`src/rtl/cam_pkg.sv`:
```
// cam_pkg: shared definitions for the camera capture slice.
// Holds the MODE encodings, the capture FSM states, the RGB332 colour
// constants produced by the classifier, and the default frame geometry.
package cam_pkg;

  typedef enum logic [1:0] {
    MODE_RGB565   = 2'd0,
    MODE_RGB444   = 2'd1,
    MODE_CLASSIFY = 2'd2,
    MODE_RAW      = 2'd3
  } cam_mode_e;

  typedef enum logic [1:0] {
    ST_IDLE,
    ST_FRAME,
    ST_LINE
  } cap_state_e;

  localparam logic [7:0] RED   = 8'hE0;
  localparam logic [7:0] GREEN = 8'h1C;
  localparam logic [7:0] BLUE  = 8'h03;
  localparam logic [7:0] WHITE = 8'hFF;
  localparam logic [7:0] BLACK = 8'h00;

  localparam int DEF_WIDTH  = 176;
  localparam int DEF_HEIGHT = 144;
  localparam int DEF_ADDR_W = 15;

endpackage

```
`src/rtl/cam_capture_ctrl_if.sv`:
```
// cam_capture_ctrl_if: camera byte bus in, frame-memory write bus out.
//   CAM_PCLK/CAM_VSYNC/CAM_HREF/CAM_DATA : raw camera signals (async to CLK)
//   W_ADDR/W_DATA/W_EN                   : one-CLK memory write strobe
// master = capture controller, slave = camera/memory side.
interface cam_capture_ctrl_if
  import cam_pkg::*;
#(
  parameter int ADDR_W = DEF_ADDR_W
);
  logic              CAM_PCLK;
  logic              CAM_VSYNC;
  logic              CAM_HREF;
  logic [7:0]        CAM_DATA;
  logic [ADDR_W-1:0] W_ADDR;
  logic [7:0]        W_DATA;
  logic              W_EN;

  modport master (
    input  CAM_PCLK, CAM_VSYNC, CAM_HREF, CAM_DATA,
    output W_ADDR, W_DATA, W_EN
  );

  modport slave (
    output CAM_PCLK, CAM_VSYNC, CAM_HREF, CAM_DATA,
    input  W_ADDR, W_DATA, W_EN
  );
endinterface

```
`src/rtl/cam_pixel_conv.sv`:
```
// cam_pixel_conv: combinational 16-bit camera pixel -> RGB332 byte.
//   pixel : {second byte, first byte} of a camera pixel
//   mode  : output format (RGB565, RGB444, classify, raw low byte)
//   rgb   : RGB332 result
module cam_pixel_conv
  import cam_pkg::*;
#(
  parameter logic [3:0] THR_W = 4'd3,
  parameter logic [3:0] THR_R = 4'd3,
  parameter logic [3:0] THR_B = 4'd2
) (
  input  logic [15:0] pixel,
  input  cam_mode_e   mode,
  output logic [7:0]  rgb
);
  logic [3:0] r, g, b;

  always_comb begin
    r   = pixel[11:8];
    g   = pixel[7:4];
    b   = pixel[3:0];
    rgb = BLACK;
    case (mode)
      MODE_RGB565: rgb = {pixel[15:13], pixel[10:8], pixel[4:3]};
      MODE_RGB444: rgb = {pixel[11:9], pixel[7:5], pixel[3:2]};
      MODE_CLASSIFY: begin
        // Priority order: white beats red beats blue.
        if (r >= THR_W && g >= THR_W && b >= THR_W) rgb = WHITE;
        else if (r > THR_R)                         rgb = RED;
        else if (b >= THR_B)                        rgb = BLUE;
        else                                        rgb = BLACK;
      end
      MODE_RAW:    rgb = pixel[7:0];
      default:     rgb = BLACK;
    endcase
  end
endmodule

```
`src/rtl/cam_capture_ctrl.sv`:
```
// cam_capture_ctrl: captures camera frames into a pixel memory.
//   CLK, RESET  : system clock, synchronous active-high reset
//   bus         : camera inputs and memory write outputs (master side)
//   MODE        : pixel format, latched at each VSYNC rise
//   ENABLE      : capture enable, latched at each VSYNC rise
//   FRAME_DONE  : one-CLK pulse when a frame with >=1 write is closed
//   FRAME_CNT   : captured-frame counter (wraps)
//   OVERFLOW    : sticky, set when a pixel lands outside WIDTH x HEIGHT
// Camera signals are oversampled by CLK (>= 4x PCLK); all work happens on
// the CLK cycle where the synchronized PCLK is seen rising.
module cam_capture_ctrl
  import cam_pkg::*;
#(
  parameter int         WIDTH  = DEF_WIDTH,
  parameter int         HEIGHT = DEF_HEIGHT,
  parameter int         ADDR_W = DEF_ADDR_W,
  parameter logic [3:0] THR_W  = 4'd3,
  parameter logic [3:0] THR_R  = 4'd3,
  parameter logic [3:0] THR_B  = 4'd2
) (
  input  logic                CLK,
  input  logic                RESET,
  cam_capture_ctrl_if.master  bus,
  input  logic [1:0]          MODE,
  input  logic                ENABLE,
  output logic                FRAME_DONE,
  output logic [7:0]          FRAME_CNT,
  output logic                OVERFLOW
);
  localparam int XW = $clog2(WIDTH + 1);
  localparam int YW = $clog2(HEIGHT + 1);
  localparam logic [XW-1:0] X_MAX = XW'(WIDTH);
  localparam logic [YW-1:0] Y_MAX = YW'(HEIGHT);

  logic [2:0]  ctl_m, ctl_s;   // {pclk, vsync, href}
  logic [7:0]  data_m, data_s;
  logic        pclk_s, vsync_s, href_s;
  logic        pclk_d, vsync_prev;
  logic        pclk_rise, vsync_rise;

  cap_state_e  state;
  cam_mode_e   mode_q;
  logic [XW-1:0] x_cnt;
  logic [YW-1:0] y_cnt;
  logic        phase;
  logic [7:0]  lo_byte;
  logic        wrote_any;
  logic        pix_in_range;
  logic [7:0]  conv_rgb;

  assign {pclk_s, vsync_s, href_s} = ctl_s;
  assign pclk_rise    = pclk_s & ~pclk_d;
  // vsync_prev only advances on PCLK samples, so this compares consecutive
  // camera samples rather than consecutive CLK cycles.
  assign vsync_rise   = vsync_s & ~vsync_prev;
  assign pix_in_range = (x_cnt < X_MAX) && (y_cnt < Y_MAX);

  cam_pixel_conv #(
    .THR_W(THR_W),
    .THR_R(THR_R),
    .THR_B(THR_B)
  ) u_conv (
    .pixel({data_s, lo_byte}),
    .mode (mode_q),
    .rgb  (conv_rgb)
  );

  always_ff @(posedge CLK) begin
    if (RESET) begin
      ctl_m      <= '0;
      ctl_s      <= '0;
      data_m     <= '0;
      data_s     <= '0;
      pclk_d     <= 1'b0;
      vsync_prev <= 1'b0;
      state      <= ST_IDLE;
      mode_q     <= MODE_RGB565;
      x_cnt      <= '0;
      y_cnt      <= '0;
      phase      <= 1'b0;
      lo_byte    <= '0;
      wrote_any  <= 1'b0;
      bus.W_EN   <= 1'b0;
      bus.W_ADDR <= '0;
      bus.W_DATA <= '0;
      FRAME_DONE <= 1'b0;
      FRAME_CNT  <= '0;
      OVERFLOW   <= 1'b0;
    end else begin
      ctl_m      <= {bus.CAM_PCLK, bus.CAM_VSYNC, bus.CAM_HREF};
      ctl_s      <= ctl_m;
      data_m     <= bus.CAM_DATA;
      data_s     <= data_m;
      pclk_d     <= pclk_s;
      bus.W_EN   <= 1'b0;
      FRAME_DONE <= 1'b0;

      if (pclk_rise) begin
        vsync_prev <= vsync_s;
        // VSYNC is tested first so it wins over a simultaneous HREF fall.
        if (vsync_rise) begin
          if (wrote_any) begin
            FRAME_DONE <= 1'b1;
            FRAME_CNT  <= FRAME_CNT + 8'd1;
          end
          wrote_any <= 1'b0;
          x_cnt     <= '0;
          y_cnt     <= '0;
          phase     <= 1'b0;
          mode_q    <= cam_mode_e'(MODE);
          state     <= ENABLE ? ST_FRAME : ST_IDLE;
        end else begin
          case (state)
            ST_IDLE: ;
            ST_FRAME: begin
              // The sample that shows HREF high already carries byte 0.
              if (href_s) begin
                state   <= ST_LINE;
                lo_byte <= data_s;
                phase   <= 1'b1;
              end
            end
            ST_LINE: begin
              if (!href_s) begin
                state <= ST_FRAME;
                if (y_cnt != Y_MAX) y_cnt <= y_cnt + YW'(1);
                x_cnt <= '0;
                phase <= 1'b0;
              end else if (!phase) begin
                lo_byte <= data_s;
                phase   <= 1'b1;
              end else begin
                phase <= 1'b0;
                if (pix_in_range) begin
                  bus.W_EN   <= 1'b1;
                  bus.W_ADDR <= ADDR_W'(32'(y_cnt) * 32'(WIDTH) + 32'(x_cnt));
                  bus.W_DATA <= conv_rgb;
                  wrote_any  <= 1'b1;
                  x_cnt      <= x_cnt + XW'(1);
                end else begin
                  OVERFLOW <= 1'b1;
                end
              end
            end
            default: state <= ST_IDLE;
          endcase
        end
      end
    end
  end
endmodule

```
`src/flat_wrapper.sv`:
```
// flat-port wrapper written by rule: the top's interface ports become plain ports
module cam_capture_ctrl_flat import cam_pkg::*;
#(
  parameter int         WIDTH  = DEF_WIDTH,
  parameter int         HEIGHT = DEF_HEIGHT,
  parameter int         ADDR_W = DEF_ADDR_W,
  parameter logic [3:0] THR_W  = 4'd3,
  parameter logic [3:0] THR_R  = 4'd3,
  parameter logic [3:0] THR_B  = 4'd2
)
  (CLK, RESET, MODE, ENABLE, FRAME_DONE, FRAME_CNT, OVERFLOW, bus_CAM_PCLK, bus_CAM_VSYNC, bus_CAM_HREF, bus_CAM_DATA, bus_W_ADDR, bus_W_DATA, bus_W_EN);
  cam_capture_ctrl_if #(.ADDR_W(ADDR_W)) bus_i ();
  input  logic CLK;
  input  logic RESET;
  input  logic [1:0] MODE;
  input  logic ENABLE;
  output logic FRAME_DONE;
  output logic [7:0] FRAME_CNT;
  output logic OVERFLOW;
  input wire logic [$bits(bus_i.CAM_PCLK)-1:0] bus_CAM_PCLK;
  input wire logic [$bits(bus_i.CAM_VSYNC)-1:0] bus_CAM_VSYNC;
  input wire logic [$bits(bus_i.CAM_HREF)-1:0] bus_CAM_HREF;
  input wire logic [$bits(bus_i.CAM_DATA)-1:0] bus_CAM_DATA;
  output wire logic [$bits(bus_i.W_ADDR)-1:0] bus_W_ADDR;
  output wire logic [$bits(bus_i.W_DATA)-1:0] bus_W_DATA;
  output wire logic [$bits(bus_i.W_EN)-1:0] bus_W_EN;
  assign bus_i.CAM_PCLK = bus_CAM_PCLK;
  assign bus_i.CAM_VSYNC = bus_CAM_VSYNC;
  assign bus_i.CAM_HREF = bus_CAM_HREF;
  assign bus_i.CAM_DATA = bus_CAM_DATA;
  assign bus_W_ADDR = bus_i.W_ADDR;
  assign bus_W_DATA = bus_i.W_DATA;
  assign bus_W_EN = bus_i.W_EN;
  cam_capture_ctrl #(.WIDTH(WIDTH), .HEIGHT(HEIGHT), .ADDR_W(ADDR_W), .THR_W(THR_W), .THR_R(THR_R), .THR_B(THR_B)) u_core (.CLK(CLK), .RESET(RESET), .bus(bus_i), .MODE(MODE), .ENABLE(ENABLE), .FRAME_DONE(FRAME_DONE), .FRAME_CNT(FRAME_CNT), .OVERFLOW(OVERFLOW));
endmodule
```
`config.mk`:
```
export PLATFORM = sky130hd
export DESIGN_NAME = cam_capture_ctrl_flat
export DESIGN_NICKNAME = d
export VERILOG_FILES = /design/src/rtl/cam_pkg.sv /design/src/rtl/cam_capture_ctrl_if.sv /design/src/rtl/cam_pixel_conv.sv /design/src/rtl/cam_capture_ctrl.sv /design/src/flat_wrapper.sv
export SDC_FILE = /design/constraint.sdc
export NUM_CORES = 1
export LEC_CHECK = 0
export CORE_MARGIN = 1.5
export CORE_UTILIZATION = 55
export CTS_BUF_LIST = sky130_fd_sc_hd__clkbuf_8
export DETAILED_ROUTE_END_ITERATION = 10
export PLACE_DENSITY = 0.76
export SLEW_MARGIN = 20
export SYNTH_ARGS = -nofsm -noshare
export SYNTH_HDL_FRONTEND = slang
export SYNTH_SLANG_ARGS = --single-unit
```
`constraint.sdc`:
```
create_clock -name CLK -period 3.2 [get_ports CLK]
set_input_delay 0.96 -clock CLK [delete_from_list [all_inputs] [get_ports CLK]]
set_output_delay 0.96 -clock CLK [all_outputs]
set_load 0.01 [all_outputs]
```
* Yosys cells after proc, flatten, opt, wreduce, memory -nomap -nowiden
Cells that the tools add are included.
** Storage, ports and cells
- Flip-flop bits (word level) :: 88
- Bits in latches :: 0
- Bits in writable memories :: 0
- Memory bits (read-only) :: 0
- Word-level logic and storage cells :: 114
- Memories :: 0
** Cells by class
- Add/subtract/negate cells :: 4
- Multiply operators :: 1
- Divide/modulo/power cells :: 0
- $lt $le $gt $ge :: 7
- Eq/ne operators :: 15
- Shifts and indexed selects :: 0
- Muxes and demuxes :: 34
- Bitwise operators :: 10
- Reductions and logical operators :: 24
** Operators by type and width (number)
- 8-bit two-way mux :: 14
- 8-bit case mux with 4 select lines :: 1
- 8-bit by 1-bit adder with 8-bit output, second input constant :: 3
- 6-bit AND reduction :: 3
- 4-bit by 2-bit >= comparator with 1-bit output, second input constant :: 4
- 8-bit < comparator, second input constant :: 2
- 8-bit case mux with 2 select lines :: 1
- 15-bit by 8-bit adder with 15-bit output :: 1
- 1-bit two-way mux :: 12
- 4-bit AND reduction :: 3
- 2-bit nonzero test :: 6
- 8-bit by 4-bit multiplier with 11-bit output, second input constant :: 1
- 3-bit != test, second input constant :: 3
- 2-bit two-way mux :: 4
- 8-bit != test, second input constant :: 1
- 1-bit inverter :: 8
- 2-bit equality test, second input constant :: 3
- 2-bit by 1-bit != test with 1-bit output, second input constant :: 3
- 2-bit case mux with 3 select lines :: 1
- 3-bit AND reduction :: 2
- 6-bit OR reduction :: 1
- 5-bit AND reduction :: 1
- 2-bit by 1-bit equality test with 1-bit output, second input constant :: 2
- 4-bit by 2-bit > comparator with 1-bit output, second input constant :: 1
- 9 further kinds :: 14

* Depth between registers and ports, before layout
Gate-level depths: netlist of run 1.
- Depth after elaboration :: 7
- Gate-level depth with buffers :: 11
- Mapped depth without buffers :: 11

* By module
A second synthesis of run 1 with hierarchy kept.
** Unflattened totals
- Cell total of the unflattened synthesis :: 488
- Area total of the unflattened synthesis :: 4535.6 um2
** Modules (own cells, without submodules)
- cam_capture_ctrl :: times used 1, cells an instance 442, area an instance 4212.8 um2, seq. area each 1761.7 um2
- cam_pixel_conv :: times used 1, cells an instance 46, area an instance 322.8 um2, seq. area each 0.0 um2

* Worst setup path after synthesis of run 1
No wires, ideal clock.
- Path kind :: register to register
- Start point :: register u_core.y_cnt[5]
- End point :: register u_core.bus.W_ADDR[14]
- Setup time :: 0.064 ns
- Arrival time :: 2.845 ns
- Required time :: 3.136 ns
- Setup slack :: 0.292 ns
- Cell stages (with the launch flop) :: 12
- Path buffers :: 0
- Path through :: dfxtp_1 > ha_1 > inv_1 > fa_1 > inv_1 > ha_1 > a21oi_1 > xor2_1 > nor4_4 > nand4_2 > or3_1 > nand4_1
** On the way
- Longest elaborated chain between the ends :: 3
- Elaborated cells on any way between the ends :: 5
- Those cells by class :: add/sub: 1; mul: 1; order compare: 1; reduce/logical: 2
** Ends and longest elaborated chain
- start: declaration :: RTL line cam_capture_ctrl.sv:44 : logic [YW-1:0] y_cnt;
- start signal: assignment :: RTL line cam_capture_ctrl.sv:126 : if (y_cnt != Y_MAX) y_cnt <= y_cnt + YW'(1);
- parallel branches: the longest is 3 deep, another holds 15-bit by 8-bit adder with 15-bit output
- end signal: assignment :: RTL line cam_capture_ctrl.sv:136 : bus.W_ADDR <= ADDR_W'(32'(y_cnt) * 32'(WIDTH) + 32'(x_cnt));
- end: declaration :: RTL line cam_capture_ctrl_if.sv:20 : output W_ADDR, W_DATA, W_EN
Several ways; the timed one is not identified.
A chain may end at the register's enable or synchronous reset.

* Worst setup path after layout of run 1
- Start point :: register u_core.y_cnt[6]
- End point :: register u_core.bus.W_ADDR[14]
The elaborated chain is that of the path after synthesis.

==> key figures, run 1 <==
Placed design
  – Detailed Place HPWL: approximately 6700 um
  – Placed Area: 5040 um^2
  – Final Wtd Congestion: roughly 0.86
  – PortBufs: slightly below 50

Timing
  – Final worst-path cycle share: 0.959
  – Setup TNS: 0 ns
  – Slew HR: 0.455
  – Fin crit period: 3.07 ns
  – Fmax: 0.326 GHz
  – Worst Max-Slew Pin Slew: between 0.8 and 0.9 ns
  – Max Clock Skew: 0.0124 ns
  – RSZ-0062 raised after global routing: no
  – Final Hold Viols: 0
  – Setup-failing EPs final: 0
  – Max Slew Vio Count: 0

Die
  – Row cnt: 32
  – Die width: 92.9 um
  – Core area: 7770 um^2
  – # IOs: 50
  – Die Ht: 92.9 um
  – Full die area: between 8000 and 9000 um^2
  – Initial core utilization: 0.572

Drt
  – Routed vias: around 3600
  – DRC errors left: 0
  – Vias/cell: 5.47
  – DR WL/cell: roughly 14 um
  – Routed Antenna Nets: 0
  – Pre-antenna DRT Iters: 4
  – 1st-iter DRT viols: 206
  – Final wirelength: 9030 um

Layout
  – Finished Cell Area: 5240 um^2
  – Synthesis-to-layout area growth: 17.9%
  – Highest-count cells in the layout ignoring fill and taps: dfxtp_1, nor2_1, clkdlybuf4s50_1
  – Final net count: 599
  – # diodes: 0
  – Share of cells above drive strength 1: 0.0886
  – Commonest non-fill, non-tap cell in the layout: dfxtp_1

Worst setup path
  – Crit path DAT: 3.36 ns
  – Crit path capture type: flip-flop
  – Setup CP Type: flip-flop to flip-flop
  – Reg2reg setup slack: approximately 0.13 ns
  – Crit path to: u_core.bus.W_ADDR[14]
  – Data required time at the worst endpoint: roughly 3.5 ns
  – Worst reg2reg startpoint: u_core.y_cnt[6]
  – Critical R2R Capture: u_core.bus.W_ADDR[14]
  – Reg2reg path depth: 11
  – Crit start category: flip-flop
  – CP Launch Point: u_core.y_cnt[6]
  – CP max FO: 6

Yosys
  – Synth Flop Type: dfxtp_1
  – Synth cell types: between 50 and 60
  – Area of the mapped netlist: 4440 um^2
  – Syn_area_per_cell: 8.88 um^2
  – Syn_nets: 551
  – Number of flops mapped to enable cells by yosys: 0
  – Async SR Flop Fraction: 0
  – Synth Warn #: 0
  – Cells after Synth: 500
  – Sequential share of the synthesized area: 0.397
  – Yosys reg bits: 88

CTS
  – CTS tree: built
  – Clk root buf: clkbuf_8
  – H-tree Lvls: 3
  – Clock transition at path regs: 0.10 ns
  – Clk_lat worst skew: 0.36 ns
  – Sink Count: approximately 90
  – Clock Path Buffers: 2
  – Clock buffer count from CTS: 9
  – Hold buffers post-CTS: 0

Flow run
  – Max-cap viol count: 0

GRT
  – Total GRT Usage: 0.224
  – Largest net degree at the start of global routing: 29
  – Vias in the first global route: between 3000 and 4000
  – GRT overflow: 0
  – First-pass GRT wire length: 15500 um
  – Initial antenna violation count: 0

Power and ir drop
  – VDD IR max: around 0.23 mV
  – Part of the power in registers: 0.584
  – Combinational share of power: 0.034
  – Internal Pwr Total: 1440 uW
  – Pwr/cell area: around 360 nW/um^2
  – LEAKAGE: roughly 0.0021 uW
  – Switching Fraction: 0.247
  – Net Sw Power: 472 uW
  – Clock power frac: 0.382

Status
  – Status: complete, no violations

Hold path
  – Hold WC Path Type: flip-flop to flip-flop
-- through the flow --
stage	utilization	hold WS [ns]	std cells	total power [uW]	setup slack [ns]
after floorplan	-	0.414	500	1180	0.292
after CTS	0.673	0.446	655	1930	0.0202
after global routing	0.674	0.463	655	1980	0.0100
final	0.674	0.444	655	1910	0.130
after detailed placement	0.649	0.422	639	1210	0.0543
after global placement	0.649	0.421	639	1210	0.165
-- power by group through the flow --
stage | sequential, uW | combinational, uW | clock (uW)
global placement | 1140 | 63.8 | 0
global route | 1120 | 71.3 | 789
finish | 1120 | 64.1 | 729
CTS | 1120 | 64.6 | 745
floorplan | 1140 | 39.4 | 0
detailed placement | 1140 | 64.7 | 0
-- how the worst min path moves through the flow --
stage               slack, ns  cells after the start          endpoint        startpoint
floorplan                0.41                      1   u_core.ctl_s[0]   u_core.ctl_m[0]
global placement         0.42                      1  u_core.data_s[0]  u_core.data_m[0]
detailed placement       0.42                      1  u_core.data_s[2]  u_core.data_m[2]
CTS                      0.45                      1  u_core.data_s[2]  u_core.data_m[2]
global route             0.46                      1  u_core.data_s[6]  u_core.data_m[6]
finish                   0.44                      1  u_core.data_s[6]  u_core.data_m[6]
-- sequential cells by signal, summed over array words and instances (netlist names) --
name	flops
u_core.lo_byte	8
u_core.ctl_s	3
u_core.data_m	8
u_core.FRAME_DONE	1
u_core.pclk_d	1
u_core.FRAME_CNT	8
u_core.data_s	8
u_core.bus.W_DATA	8
u_core.state	2
u_core.vsync_prev	1
u_core.wrote_any	1
u_core.bus.W_EN	1
u_core.x_cnt	8
u_core.mode_q	2
u_core.bus.W_ADDR	15
u_core.ctl_m	3
u_core.y_cnt	8
u_core.OVERFLOW	1
u_core.phase	1
-- cell families (layout without fill, tap and decap cells) --
group / Yosys count / count (layout) / share of synthesized area
AOI/OAI and AO/OA: 101 / 101 / 0.159
xor gates and xnor gates: 29 / 29 / 0.0572
adders and majority gates: 35 / 35 / 0.109
buffers and inverters: 42 / 95 / 0.0363
DFF: 88 / 88 / 0.397
muxes: 10 / 10 / 0.0225
and+or+nand+nor: 195 / 195 / 0.219
-- layer usage --
metal  up-vias  GRT usage  routed length, um
met5         -          0                  0
met1      1674      0.296               4410
met2        72      0.373               4190
li1       1827          -                  -
met3         9     0.0443                335
met4         0     0.0593                 82
-- cell usage after synthesis (all sizes together) (4+ instances only) --
cell / count / area, um^2
dfxtp: 88 / 1760
nor2: 69 / 259
nand2: 37 / 139
a21oi: 35 / 179
ha: 29 / 363
nor2b: 27 / 169
inv: 21 / 78.8
xor2: 18 / 158
clkbuf: 16 / 60.1
o211ai: 15 / 118
nand3: 14 / 70.1
a211oi: 13 / 108
nand4: 12 / 81.3
o21ai: 12 / 63.8
xnor2: 11 / 96.3
mux2i: 10 / 100
nor3: 9 / 50.1
fa: 6 / 120
a21o: 5 / 37.5
buf: 5 / 22.5
and2: 4 / 25.0
and3: 4 / 25.0
nand2b: 4 / 25.0
o21a: 4 / 30.0
-- worst max-delay path, stage by stage, from the launching register on --
cell	delay (ns)
dfxtp_1	0.39
ha_1	0.30
inv_1	0.05
fa_1	0.50
inv_1	0.04
ha_1	0.36
o21a_2	0.26
or3b_1	0.38
o211ai_2	0.10
nand4_2	0.17
or3_1	0.37
nand4_1	0.10
-- cell type report --
| class | instances | area (um^2) |
|---|---|---|
| Sequential cell | 88 | 1760 |
| Clock buffer | 9 | 124 |
| Inverter | 21 | 78.8 |
| Clock inverter | 7 | 61.3 |
| Timing Repair Buffer | 58 | 553 |
| Fill cell | 656 | 2530 |
| Tap cell | 102 | 128 |
| Multi-Input combinational cell | 370 | 2530 |
-- what timing repair did --
item | CTS | global route
buffers inserted | 0 | 0
setup endpoints to repair | 0 | 4
gates resized for setup | 0 | 5
No activity file was read; power rests on OpenSTA's default activity.
==> run 2: changes to the inputs <==
Settings changed: CTS_CLUSTER_SIZE set to 25.
==> results of run 2 <==
Same layout as run 1: the final DEF is identical, and so are final timing and power.
==> run 3: changes to the inputs <==
Settings changed: GPL_TIMING_DRIVEN set to 1.
==> results of run 3 <==
Same layout as run 1: the final DEF is identical, and so are final timing and power.
==> edit, RTL diff (settings of run 2) <==
Reset style: asynchronous (`RESET`), changed in one clocked block. Comments in the files are not updated.
--- a/src/rtl/cam_capture_ctrl.sv
+++ b/src/rtl/cam_capture_ctrl.sv
@@ -66,5 +66,5 @@
   );
 
-  always_ff @(posedge CLK) begin
+  always_ff @(posedge CLK or posedge RESET) begin
     if (RESET) begin
       ctl_m      <= '0;
Check against the original RTL: differs if RESET is asserted again (counterexample within 10 cycles, from zero or initial values and one cycle with RESET high); with RESET held inactive, the same outputs for 10 cycles.
==> edit against run 2 <==
Design area is 1.2% higher. Synthesized cell count fell by 19%. Area after synthesis decreased by 1.7%. Routed wire length fell by 10%. Sequential cell count is the same. Setup slack worse by 19 ps. Final cell count decreased by 12%. Count of clock-buffer cells in the layout grew 1. Largest cell class is now flip-flops and latches.
Power is not compared: it rests on default switching activity, and its combinational part moved more than twofold at a synthesized area within 25%.
==> edit: results <==
set metrics [dict create \
    status "complete, no violations" \
    worstSkewPairLatency_ps 360 \
    final_cell_count_no_fill 575 \
    crit_start "u_core.y_cnt[2]" \
    synth_area_per_cell_um2 10.8 \
    grt_util_all_layers_pct 20.7 \
    ys_seq_area_share_pct 50.4 \
    cp_max_fo 7 \
    dp_hpwl_um 5730 \
    fill_cells 612 \
    worstMarginPinSlew_ps 834 \
    drt_iter0_markers 142 \
    synth_commonest_cells "dfrtp_1 (88), nand2_1 (53), ha_1 (29), nor2_1 (29), o21ai_0 (27)" \
    via_per_inst 5.43 \
    synth_fp_nets 457 \
    hp-start "u_core.data_m[4]" \
    drive_above_1_share_pct 12.1 \
    placed_area_mm2 0.00502 \
    place_inst 555 \
    grt_pass1_vias 3013 \
    htreeDepth 3 \
    grt_max_degree 89 \
    skew_ps 9.03 \
    cp.arrival_ps 3320 \
    cts_buffers 9 \
    synthTopCellsByArea "dfrtp_1 (50%), ha_1 (8.3%), nand2_1 (4.6%)" \
    place_congestion 0.876 \
    grt_pass1_wl_um 14000 \
    crit-reg2reg-launch "u_core.y_cnt[2]" \
    drtPass1Iterations 5 \
    num-nets-final 519 \
    drt-total-wl_um 8130 \
    async_flop_share_pct 100 \
]
edit: what timing repair did:
action	CTS	global route
setup buffers	0	4
gates resized for setup	0	6
hold buffers	0	0
endpoints found under the setup margin	0	3
edit: kinds of logic after synthesis:
| group | share of synthesized area [%] |
|---|---|
| flops | 50.4 |
| fa+ha+maj | 11.1 |
| mux | 3.75 |
| compound gates | 11.1 |
| xor+xnor | 7.19 |
| buf+inv | 2.44 |
| simple gates | 14.0 |
edit: stage by stage:
stage | hold slack [ps] | setup TNS (ps) | utilization, % | setup slack (ps) | power (uW)
4_1_cts | 345 | 0 | 68.0 | 40.6 | 3130
2_1_floorplan | 331 | 0 | - | 135 | 2020
5_1_grt | 361 | -82.8 | 68.9 | -64.9 | 3340
3_3_place_gp | 332 | 0 | 65.3 | 153 | 2290
6_report | 345 | 0 | 68.9 | 111 | 3140
3_5_place_dp | 335 | 0 | 65.3 | 55.6 | 2320
edit: final timing paths:
path | endpoint | slack [ps] | cells after the start
worst max-delay path | u_core.bus.W_ADDR[14] | 110 | 10
worst min-delay path | u_core.data_s[4] | 350 | 0
worst max register to register | u_core.bus.W_ADDR[14] | 110 | 10
worst min register to register | u_core.data_s[4] | 350 | 0
max in group asynchronous | u_core.y_cnt[2] | 1740 | 3
min in group asynchronous | u_core.bus.W_ADDR[5] | 1060 | 3
edit: layout make-up:
class / count / area share, %
clock inverter: 6 / 1.42
tap: 102 / 2.41
multi-input combinational: 292 / 39.6
timing repair buffer: 61 / 11.2
clock buffer: 10 / 2.60
sequential: 88 / 41.6
inverter: 16 / 1.23
edit: report_power, final:
part           leakage (uW)  switching, uW  internal, uW  total [uW]
logic               0.00128            450           442         892
clock network      0.000105            414           393         807
registers           0.00114            161          1280        1440
total               0.00253           1030          2120        3140
edit: worst max-delay path: stages (launching register included):
cell	delay, ps
dfrtp_2	470
ha_1	340
fa_1	500
ha_1	380
o211ai_1	130
o21ai_1	160
xor2_1	280
nand3_2	160
nor4_2	340
xnor2_1	160
o21ai_1	70
edit: per-layer routing:
metal | track usage, % | routed length (um)
met5 | 0 | 0
met4 | 8.59 | 163
met3 | 3.15 | 317
met2 | 31.5 | 3700
met1 | 29.9 | 3940
